## config.mk

```make
export PLATFORM = sky130hd
export DESIGN_NAME = ct_mat_iss_sched
export DESIGN_NICKNAME = d
export VERILOG_FILES = /design/src/rtl/ct_mat_pkg.sv /design/src/rtl/ct_mat_iss_compact.sv /design/src/rtl/ct_mat_iss_sched.sv
export SDC_FILE = /design/constraint.sdc
export NUM_CORES = 1
export LEC_CHECK = 0
export BUFFER_PORTS_ARGS = -buffer_cell sky130_fd_sc_hd__buf_4
export CAP_MARGIN = 25
export CELL_PAD_IN_SITES_DETAIL_PLACEMENT = 0
export CELL_PAD_IN_SITES_GLOBAL_PLACEMENT = 1
export CORE_ASPECT_RATIO = 0.75
export CORE_MARGIN = 10
export CORE_UTILIZATION = 56
export CTS_CLUSTER_SIZE = 12
export DETAILED_ROUTE_END_ITERATION = 10
export PLACE_DENSITY = 0.84
export SLEW_MARGIN = 10
export SYNTH_ARGS = -nofsm -noshare
export SYNTH_HDL_FRONTEND = slang
export SYNTH_HIERARCHICAL = 1
export SYNTH_SLANG_ARGS = --single-unit
export TNS_END_PERCENT = 20
```

## constraint.sdc

```tcl
create_clock -name cpuclk -period 18.8 [get_ports cpuclk]
set_input_delay 3.76 -clock cpuclk [delete_from_list [all_inputs] [get_ports cpuclk]]
set_output_delay 3.76 -clock cpuclk [all_outputs]
set_load 0.05 [all_outputs]
```

## src/rtl/ct_mat_pkg.sv

```systemverilog
// Shared matrix-instruction definitions used by the matrix decoders and the issue scheduler.
package ct_mat_pkg;
   localparam int MAT_TYPE_W = 4;
   localparam int MAT_DATA_W = 37;

   localparam logic [MAT_TYPE_W-1:0] MAT_TYPE_NOP = 4'h0;
   localparam logic [MAT_TYPE_W-1:0] MAT_TYPE_CFG = 4'h1;
   localparam logic [MAT_TYPE_W-1:0] MAT_TYPE_LD  = 4'h2;
   localparam logic [MAT_TYPE_W-1:0] MAT_TYPE_ST  = 4'h3;
   localparam logic [MAT_TYPE_W-1:0] MAT_TYPE_MMA = 4'h4;
   localparam logic [MAT_TYPE_W-1:0] CFG_TYPE     = MAT_TYPE_CFG;

   typedef struct packed {
      logic [MAT_TYPE_W-1:0] mat_type;
      logic [MAT_DATA_W-1:0] data;
   } mat_inst_t;

   typedef enum logic {
      ST_RUN      = 1'b0,
      ST_CFG_WAIT = 1'b1
   } sched_state_t;
endpackage

```

## src/rtl/ct_mat_iss_compact.sv

```systemverilog
// Maps the three decode-slot valids to compacted queue write offsets and the enqueue count.
module ct_mat_iss_compact (
   input  logic [2:0] i_slot_vld,
   output logic [1:0] o_off0,
   output logic [1:0] o_off1,
   output logic [1:0] o_off2,
   output logic [1:0] o_nv
);
   logic [1:0] w_v0;
   logic [1:0] w_v1;
   logic [1:0] w_v2;

   assign w_v0   = {1'b0, i_slot_vld[0]};
   assign w_v1   = {1'b0, i_slot_vld[1]};
   assign w_v2   = {1'b0, i_slot_vld[2]};

   assign o_off0 = 2'd0;
   assign o_off1 = w_v0;
   assign o_off2 = w_v0 + w_v1;
   assign o_nv   = w_v0 + w_v1 + w_v2;
endmodule

```

## src/rtl/ct_mat_iss_sched.sv

```systemverilog
// Matrix issue scheduler: in-order circular queue fed by three decode slots, single issue
// per cycle, with a serializing wait after every configuration instruction.
//
//   state       | meaning
//   ST_RUN      | head of queue may issue whenever the queue is non-empty
//   ST_CFG_WAIT | a config instruction issued; hold issue until cfg_done
module ct_mat_iss_sched #(
   parameter int                                 DEPTH    = 8,
   parameter logic [ct_mat_pkg::MAT_TYPE_W-1:0]  CFG_TYPE = ct_mat_pkg::MAT_TYPE_CFG
) (
   input  logic                               cpuclk,
   input  logic                               cpurst_b,
   input  logic                               rtu_yy_xx_flush,
   input  logic                               id_inst0_mat_vld,
   input  logic [ct_mat_pkg::MAT_TYPE_W-1:0]  id_inst0_mat_type,
   input  logic [ct_mat_pkg::MAT_DATA_W-1:0]  id_inst0_mat_data,
   input  logic                               id_inst1_mat_vld,
   input  logic [ct_mat_pkg::MAT_TYPE_W-1:0]  id_inst1_mat_type,
   input  logic [ct_mat_pkg::MAT_DATA_W-1:0]  id_inst1_mat_data,
   input  logic                               id_inst2_mat_vld,
   input  logic [ct_mat_pkg::MAT_TYPE_W-1:0]  id_inst2_mat_type,
   input  logic [ct_mat_pkg::MAT_DATA_W-1:0]  id_inst2_mat_data,
   output logic                               mat_sched_id_stall,
   output logic                               mat_sched_iss_vld,
   output logic [ct_mat_pkg::MAT_TYPE_W-1:0]  mat_sched_iss_type,
   output logic [ct_mat_pkg::MAT_DATA_W-1:0]  mat_sched_iss_data,
   input  logic                               mat_exu_sched_rdy,
   input  logic                               mat_exu_sched_cfg_done,
   output logic                               mat_sched_empty
);
   import ct_mat_pkg::*;

   localparam int          PW      = $clog2(DEPTH);
   localparam logic [PW:0] DEPTH_L = (PW+1)'(DEPTH);

   logic [PW:0]   r_rd_ptr;
   logic [PW:0]   r_wr_ptr;
   mat_inst_t     r_mem [DEPTH];
   sched_state_t  r_state;
   sched_state_t  w_state_nxt;

   logic [PW:0]   w_count;
   logic [PW:0]   w_space;
   logic          w_empty;
   logic [2:0]    w_slot_vld;
   mat_inst_t     w_slot [3];
   logic [1:0]    w_off [3];
   logic [1:0]    w_nv;
   logic [PW-1:0] w_wr_idx [3];
   logic          w_stall;
   logic          w_iss_vld;
   logic          w_deq;
   mat_inst_t     w_head;

   assign w_slot_vld = {id_inst2_mat_vld, id_inst1_mat_vld, id_inst0_mat_vld};
   assign w_slot[0]  = {id_inst0_mat_type, id_inst0_mat_data};
   assign w_slot[1]  = {id_inst1_mat_type, id_inst1_mat_data};
   assign w_slot[2]  = {id_inst2_mat_type, id_inst2_mat_data};

   ct_mat_iss_compact u_compact (
      .i_slot_vld (w_slot_vld),
      .o_off0     (w_off[0]),
      .o_off1     (w_off[1]),
      .o_off2     (w_off[2]),
      .o_nv       (w_nv)
   );

   assign w_count = r_wr_ptr - r_rd_ptr;
   assign w_space = DEPTH_L - w_count;
   assign w_empty = (w_count == '0);

   // Space is judged on the registered count only, so stall never depends on rdy.
   assign w_stall = rtu_yy_xx_flush | ((PW+1)'(w_nv) > w_space);

   always_comb begin
      for (int s = 0; s < 3; s++) begin
         w_wr_idx[s] = r_wr_ptr[PW-1:0] + PW'(w_off[s]);
      end
   end

   assign w_head    = r_mem[r_rd_ptr[PW-1:0]];
   assign w_iss_vld = (r_state == ST_RUN) & ~w_empty & ~rtu_yy_xx_flush;
   assign w_deq     = w_iss_vld & mat_exu_sched_rdy;

   always_comb begin
      w_state_nxt = r_state;
      if (rtu_yy_xx_flush) begin
         w_state_nxt = ST_RUN;
      end else begin
         case (r_state)
            ST_RUN:      if (w_deq && (w_head.mat_type == CFG_TYPE)) w_state_nxt = ST_CFG_WAIT;
            ST_CFG_WAIT: if (mat_exu_sched_cfg_done) w_state_nxt = ST_RUN;
            default:     w_state_nxt = ST_RUN;
         endcase
      end
   end

   always_ff @(posedge cpuclk or negedge cpurst_b) begin
      if (!cpurst_b) begin
         r_state <= ST_RUN;
      end else begin
         r_state <= w_state_nxt;
      end
   end

   always_ff @(posedge cpuclk or negedge cpurst_b) begin
      if (!cpurst_b) begin
         r_rd_ptr <= '0;
         r_wr_ptr <= '0;
      end else if (rtu_yy_xx_flush) begin
         r_rd_ptr <= '0;
         r_wr_ptr <= '0;
      end else begin
         if (!w_stall) r_wr_ptr <= r_wr_ptr + (PW+1)'(w_nv);
         if (w_deq)    r_rd_ptr <= r_rd_ptr + (PW+1)'(1);
      end
   end

   // Queue payload is not reset; only the pointers define what is live.
   always_ff @(posedge cpuclk) begin
      for (int s = 0; s < 3; s++) begin
         if (!w_stall && w_slot_vld[s]) r_mem[w_wr_idx[s]] <= w_slot[s];
      end
   end

   assign mat_sched_id_stall = w_stall;
   assign mat_sched_iss_vld  = w_iss_vld;
   assign mat_sched_iss_type = w_head.mat_type;
   assign mat_sched_iss_data = w_head.data;
   assign mat_sched_empty    = w_empty & (r_state == ST_RUN);
endmodule

```

==> flow_summary.yaml, run 1 <==
power:
  power_w: 0.00341
  ir_drop_v: 0.000109
  leakage_nw: 8.62
  p_per_area_mw_per_mm2: 141
worst_setup_path:
  crit_buf_inv: 2
  start_kind: "input pin"
  cp-endpoint: "mat_sched_id_stall"
  ff2ff_setup_slack_ns: 12.48
  crit_type: "input pin to output pin"
  crit_start: "id_inst0_mat_vld"
  rr_worst_depth: 14
  worstPathCellList: "buf_4, fa_1, ha_1, a21oi_1, a221o_1, or2_1, nand2b_1, buf_4"
  critPathRequiredTime_ns: 15.04
  critPathSlowestCell: "a221o_1"
  end_kind: "output pin"
  max_stage_delay_ns: 0.71
  timing.rr.start: "r_rd_ptr[0]"
  critical_path.top_delay_family: "compound AO/OA/AOI/OAI gates"
  cpMostUsedCell: "buf_4"
  cp_data_arrival_time_ns: 6.48
  worstSetupPathDepth: 8
  crit_fanout: 11
  reg2reg_to: "r_mem[0][23]"
final_layout:
  fill_cells: 2867
  final_nets: 1728
  multi_input_area_mm2: 0.0108
  drive_gt1_share_pct: 61.4
  area_delta_synth_final_pct: 12.2
  fin_area_mm2: 0.0241
  regArea_mm2: 0.0101
  final_core_util_pct: 63.4
yosys:
  syn_avg_cell_area_um2: 14.9
  synth_top_area_share_pct: 45.8
  ys.warnings.count: 6
  ys_ff_latch: 337
  synth.top_cells.by_area: "edfxtp_1, mux2_2, mux4_2, nand2_1, mux2_1"
  synth_top_flop_cell: "edfxtp_1"
  async_reset_ff_share_pct: 2.67
  yosysSeqAreaShare_pct: 46.8
  yosysTopAreaCell: "edfxtp_1"
  syn_area_mm2: 0.0215
  synthDistinctLibCells: 41
  syn_inst: 1442
  synth_edf_count: 328
timing:
  hold_violations: 0
  tightest_slew_ns: 0.958
  max_freq_ghz: 0.0977
  maxSlewHeadroom_pct: 35.9
  tns_ns: 0
  fin_crit_ns: 10.24
  slew_violations: 0
  period_share_pct: 54.5
  skew_ns: 0.00925
  rsz0062_at_grt: "no"
  setup_violations: 0
worst_hold_path:
  hold_path_class: "register to register"
route:
  routed_via_density: 6.32
  firstDrtPassIters: 6
  wl_mm: 59.8
  vias: 13337
  drcViolationCount: 0
  ant_nets: 0
  drt_iter0_drc: 1180
  wire_per_inst_um: 28.3
place:
  place_area_mm2: 0.0230
  dp_hpwl_mm: 32.0
  gp_congestion: 0.792
  portBuffers: 174
die:
  ios: 175
  die_h_um: 190
  dieArea_mm2: 0.0467
  core_area_mm2: 0.0381
  initial_core_util_pct: 56.5
  die_w_um: 246
  num_rows: 62
job:
  cap_violations: 0
clocking:
  post_cts_buffers: 0
  cts-buffers-inserted: 37
  holdBufCountCts: 0
  cts_tree: "done"
  path_clk_slew_ns: 0.06
  cts_buffer_depth: 3
  clkLatencyLatePin_ns: 0.52
  htreeDepth: 2
  cts_resized: 0
  cts.sinks: 337
  cts-root-buf: "clkbuf_16"
grt:
  antenna_found_initial: 1
  grt_util_all_layers_pct: 25.3
  overflow: 0
  grt_pass1_wl_mm: 89.6
  grt_max_degree: 49
  first_global_vias: 13924
run_status:
  status: "completed"
flip-flops by register name, summed over array words and instances, names as in the netlist:
name      flops
r_mem       328
r_wr_ptr      4
r_state       1
r_rd_ptr      4
synthesized netlist by cell type (3+ instances only):
| library cell | number |
|---|---|
| nand2_1 | 137 |
| fa_1 | 6 |
| edfxtp_1 | 328 |
| mux4_2 | 82 |
| or3_1 | 7 |
| xnor2_1 | 7 |
| ha_1 | 13 |
| mux2_1 | 21 |
| clkbuf_1 | 17 |
| buf_1 | 3 |
| a21oi_1 | 7 |
| o211ai_1 | 8 |
| nand3b_1 | 3 |
| nand3_4 | 4 |
| nand3_1 | 3 |
| dfrtp_1 | 9 |
| o21ai_2 | 8 |
| mux2_2 | 636 |
| o21ai_0 | 3 |
| buf_2 | 38 |
| nor2_1 | 19 |
| buf_6 | 16 |
| buf_4 | 31 |
| nand2b_1 | 4 |
| xor2_1 | 4 |
| inv_1 | 8 |
per-layer routing:
layer,part of all wire [%],GRT usage [%],vias to the layer above
met3,7.6,4.93,81
li1,-,-,5904
met1,41,33.1,6848
met5,0,0,-
met4,1.6,4.76,0
met2,50,43.2,504
placed cells by master (no fill, tap or decap), drive strengths merged, types with 6 or more instances in the layout:
master / netlist / final
a21oi: 7 / 7
inv: 8 / 9
o21ai: 11 / 11
clkinv: 1 / 11
mux2: 657 / 657
nor2: 19 / 19
nand2: 137 / 137
or3: 7 / 7
ha: 13 / 13
o211ai: 8 / 8
xnor2: 7 / 7
edfxtp: 328 / 328
buf: 88 / 200
mux4: 82 / 82
nand3: 7 / 7
clkbuf: 17 / 44
dfrtp: 9 / 9
fa: 6 / 6
final cells by class:
type / count / share of cell area, %
antenna: 1 / 0.0104
sequential: 337 / 41.8
tap: 512 / 2.65
timing repair buffer: 200 / 6.30
clock buffer: 44 / 3.95
multi-input combinational: 993 / 44.7
inverter: 9 / 0.140
clock inverter: 13 / 0.430
stage by stage:
| stage | hold WS, ns | cells | setup WS [ns] |
|---|---|---|---|
| global placement | 0.560 | 2050 | 8.62 |
| global route | 0.632 | 2108 | 8.42 |
| finish | 0.580 | 2109 | 8.56 |
| CTS | 0.576 | 2107 | 8.55 |
| floorplan | 0.530 | 1444 | 9.13 |
| detailed placement | 0.567 | 2050 | 8.55 |
report_power, final:
| part | internal, W | switching [W] | leakage (nW) |
|---|---|---|---|
| clock network | 0.000384 | 0.000289 | 0.514 |
| logic | 0.000600 | 0.000963 | 5.00 |
| registers | 0.00110 | 0.0000743 | 3.11 |
| total | 0.00208 | 0.00133 | 8.62 |
worst min-delay path by stage:
| stage | cells past startpoint | slack (ns) | startpoint | to |
|---|---|---|---|---|
| floorplan | 2 | 0.53 | r_rd_ptr[3] | r_rd_ptr[3] |
| global placement | 2 | 0.56 | r_wr_ptr[3] | r_wr_ptr[3] |
| detailed placement | 2 | 0.57 | r_wr_ptr[3] | r_wr_ptr[3] |
| CTS | 2 | 0.58 | r_wr_ptr[3] | r_wr_ptr[3] |
| global route | 2 | 0.63 | r_rd_ptr[3] | r_rd_ptr[3] |
| finish | 2 | 0.58 | r_wr_ptr[3] | r_wr_ptr[3] |
worst reg2reg max path, delay by kind of cell, from the launching register on:
family,cells,cell delay (ns)
AOI/OAI and AO/OA,3,1.43
and+or+nand+nor,2,1.37
buffers and inverters,5,1.16
adders and majority gates,4,1.27
DFF,1,0.70
kinds of logic (layout without fill, tap and decap cells):
family / count (synthesis) / count (layout) / synth area share (%)
multiplexers: 740 / 740 / 43.0
flip-flops: 337 / 337 / 46.8
AND/OR/NAND/NOR: 190 / 190 / 4.00
buffers and inverters: 114 / 266 / 3.31
AO/OA/AOI/OAI: 29 / 29 / 0.954
adder cells (fa/ha/maj): 19 / 19 / 1.31
XOR/XNOR: 12 / 12 / 0.553
other: 1 / 4 / 0.0174
Note: power is estimated with default switching activity, not from simulation.
==> run 2: changes to the inputs <==
--- a/config.mk
+++ b/config.mk
@@ -11,10 +11,10 @@
 export CELL_PAD_IN_SITES_GLOBAL_PLACEMENT = 1
 export CORE_ASPECT_RATIO = 0.75
 export CORE_MARGIN = 10
-export CORE_UTILIZATION = 56
+export CORE_UTILIZATION = 47
 export CTS_CLUSTER_SIZE = 12
 export DETAILED_ROUTE_END_ITERATION = 10
-export PLACE_DENSITY = 0.84
+export PLACE_DENSITY = 0.75
 export SLEW_MARGIN = 10
 export SYNTH_ARGS = -nofsm -noshare
 export SYNTH_HDL_FRONTEND = slang
==> constraint.sdc (replaced) <==
create_clock -name cpuclk -period 9.18 [get_ports cpuclk]
set_input_delay 1.836 -clock cpuclk [delete_from_list [all_inputs] [get_ports cpuclk]]
set_output_delay 1.836 -clock cpuclk [all_outputs]
set_load 0.05 [all_outputs]
==> run 2 against run 1 <==
  * Cell area grew 0.83%
  * Critical path depth did not move
  * First-iteration DRC count down 13%
  * Critical endpoint unchanged
  * Largest cell class unchanged
==> flow_summary.yaml, run 2 (synthesized netlist as in run 1, its figures left out) <==
grt:
  first_global_vias: 14171
  grt_pass1_wl_mm: 93.6
  antenna_found_initial: 1
  grt_util_all_layers_pct: 22.5
  grt_max_degree: 55
  overflow: 0
timing:
  slew_violations: 0
  max_freq_ghz: 0.157
  setup_violations: 0
  fin_crit_ns: 6.38
  hold_violations: 0
  rsz0062_at_grt: "no"
  tns_ns: 0
  maxSlewHeadroom_pct: 31.1
  period_share_pct: 69.5
  tightest_slew_ns: 1.03
  skew_ns: 0.0110
clocking:
  holdBufCountCts: 0
  cts_buffer_depth: 3
  cts_resized: 0
  post_cts_buffers: 0
  htreeDepth: 2
  cts_tree: "done"
  cts-buffers-inserted: 38
  cts-root-buf: "clkbuf_16"
  path_clk_slew_ns: 0.06
  cts.sinks: 337
  clkLatencyLatePin_ns: 0.54
die:
  ios: 175
  die_w_um: 267
  num_rows: 67
  dieArea_mm2: 0.0548
  initial_core_util_pct: 47.9
  core_area_mm2: 0.0449
  die_h_um: 205
worst_setup_path:
  max_stage_delay_ns: 0.73
  critPathRequiredTime_ns: 7.34
  crit_start: "id_inst0_mat_vld"
  crit_buf_inv: 2
  cpMostUsedCell: "buf_4"
  crit_fanout: 11
  timing.rr.start: "r_rd_ptr[1]"
  end_kind: "output pin"
  start_kind: "input pin"
  critical_path.top_delay_family: "compound AO/OA/AOI/OAI gates"
  critPathSlowestCell: "a221o_1"
  crit_type: "input pin to output pin"
  cp_data_arrival_time_ns: 4.54
  worstPathCellList: "buf_4, fa_1, ha_1, a21oi_1, a221o_1, or2_1, nand2b_1, buf_4"
power:
  ir_drop_v: 0.000231
  clkPwrFrac_pct: 20.4
  p_seq_share_pct: 34.2
  power_w: 0.00703
  switching_share_pct: 39.0
  combPwrFrac_pct: 45.4
  p_per_area_mw_per_mm2: 289
  switching_power_w: 0.00274
  leakage_nw: 8.69
  power.internal_w: 0.00429
worst_hold_path:
  hold_start: "r_rd_ptr[3]"
  hold_path_class: "register to register"
route:
  routed_via_density: 6.04
  drt_iter0_drc: 1026
  wl_mm: 61.9
  wire_per_inst_um: 28.2
  firstDrtPassIters: 4
  ant_nets: 0
  vias: 13261
  drcViolationCount: 0
final_layout:
  final_nets: 1733
  largest_reg_flops: 328
  drive_gt1_share_pct: 61.5
  area_delta_synth_final_pct: 13.1
  final_common_cell: "mux2_2"
  final_cell_mix: "mux2_2, edfxtp_1, buf_4"
place:
  portBuffers: 174
  dp_hpwl_mm: 35.0
  gp_congestion: 0.814
run_status:
  status: "completed"
job:
  cap_violations: 0
run 2: metal layers:
| layer | up-vias | wire [um] | track usage (%) |
|---|---|---|---|
| li1 | 5898 | - | - |
| met1 | 6936 | 27600 | 30.5 |
| met2 | 358 | 30200 | 38.1 |
| met3 | 69 | 2900 | 2.92 |
| met4 | 0 | 1190 | 5.04 |
| met5 | - | 0 | 0 |
run 2: layout make-up:
type / count / area (um^2)
antenna: 1 / 2.50
clock buffer: 51 / 1060
clock inverter: 16 / 71.3
fill: 3716 / 20600
inverter: 9 / 33.8
multi-input combinational: 993 / 10800
sequential: 337 / 10100
tap: 586 / 733
timing repair buffer: 204 / 1550
run 2: tightest hold or removal path, delay by kind of cell, from the launching register on:
kind,cells,cell delay (ns)
xor+xnor,1,0.13
simple gates,1,0.04
flops,1,0.40
run 2: through the flow:
step	hold slack [ns]	setup WS (ns)	util [%]	cells	cell area, um^2
after CTS	0.602	2.79	54.2	2196	24300
after floorplan	0.530	3.15	-	1444	21500
after global routing	0.614	2.61	54.2	2197	24300
after detailed placement	0.588	2.68	51.6	2129	23200
after global placement	0.570	2.80	51.6	2128	23200
final	0.606	2.80	54.2	2197	24300
run 2: final timing paths:
path / end / slack, ns / depth (start not counted)
max: mat_sched_id_stall / 2.80 / 8
max reg2reg: r_mem[2][19] / 3.32 / 12
min in group asynchronous: r_state / 1.11 / 1
min: r_rd_ptr[3] / 0.61 / 2
min reg2reg: r_rd_ptr[3] / 0.61 / 2
max in group asynchronous: r_rd_ptr[0] / 7.91 / 1
run 2: power groups by stage:
stage / logic (W) / clock network (W) / registers [W]
final: 0.00319 / 0.00143 / 0.00240
after global routing: 0.00341 / 0.00151 / 0.00243
after CTS: 0.00323 / 0.00146 / 0.00240
after detailed placement: 0.00322 / 0 / 0.00243
after global placement: 0.00318 / 0 / 0.00242
after floorplan: 0.00231 / 0 / 0.00237
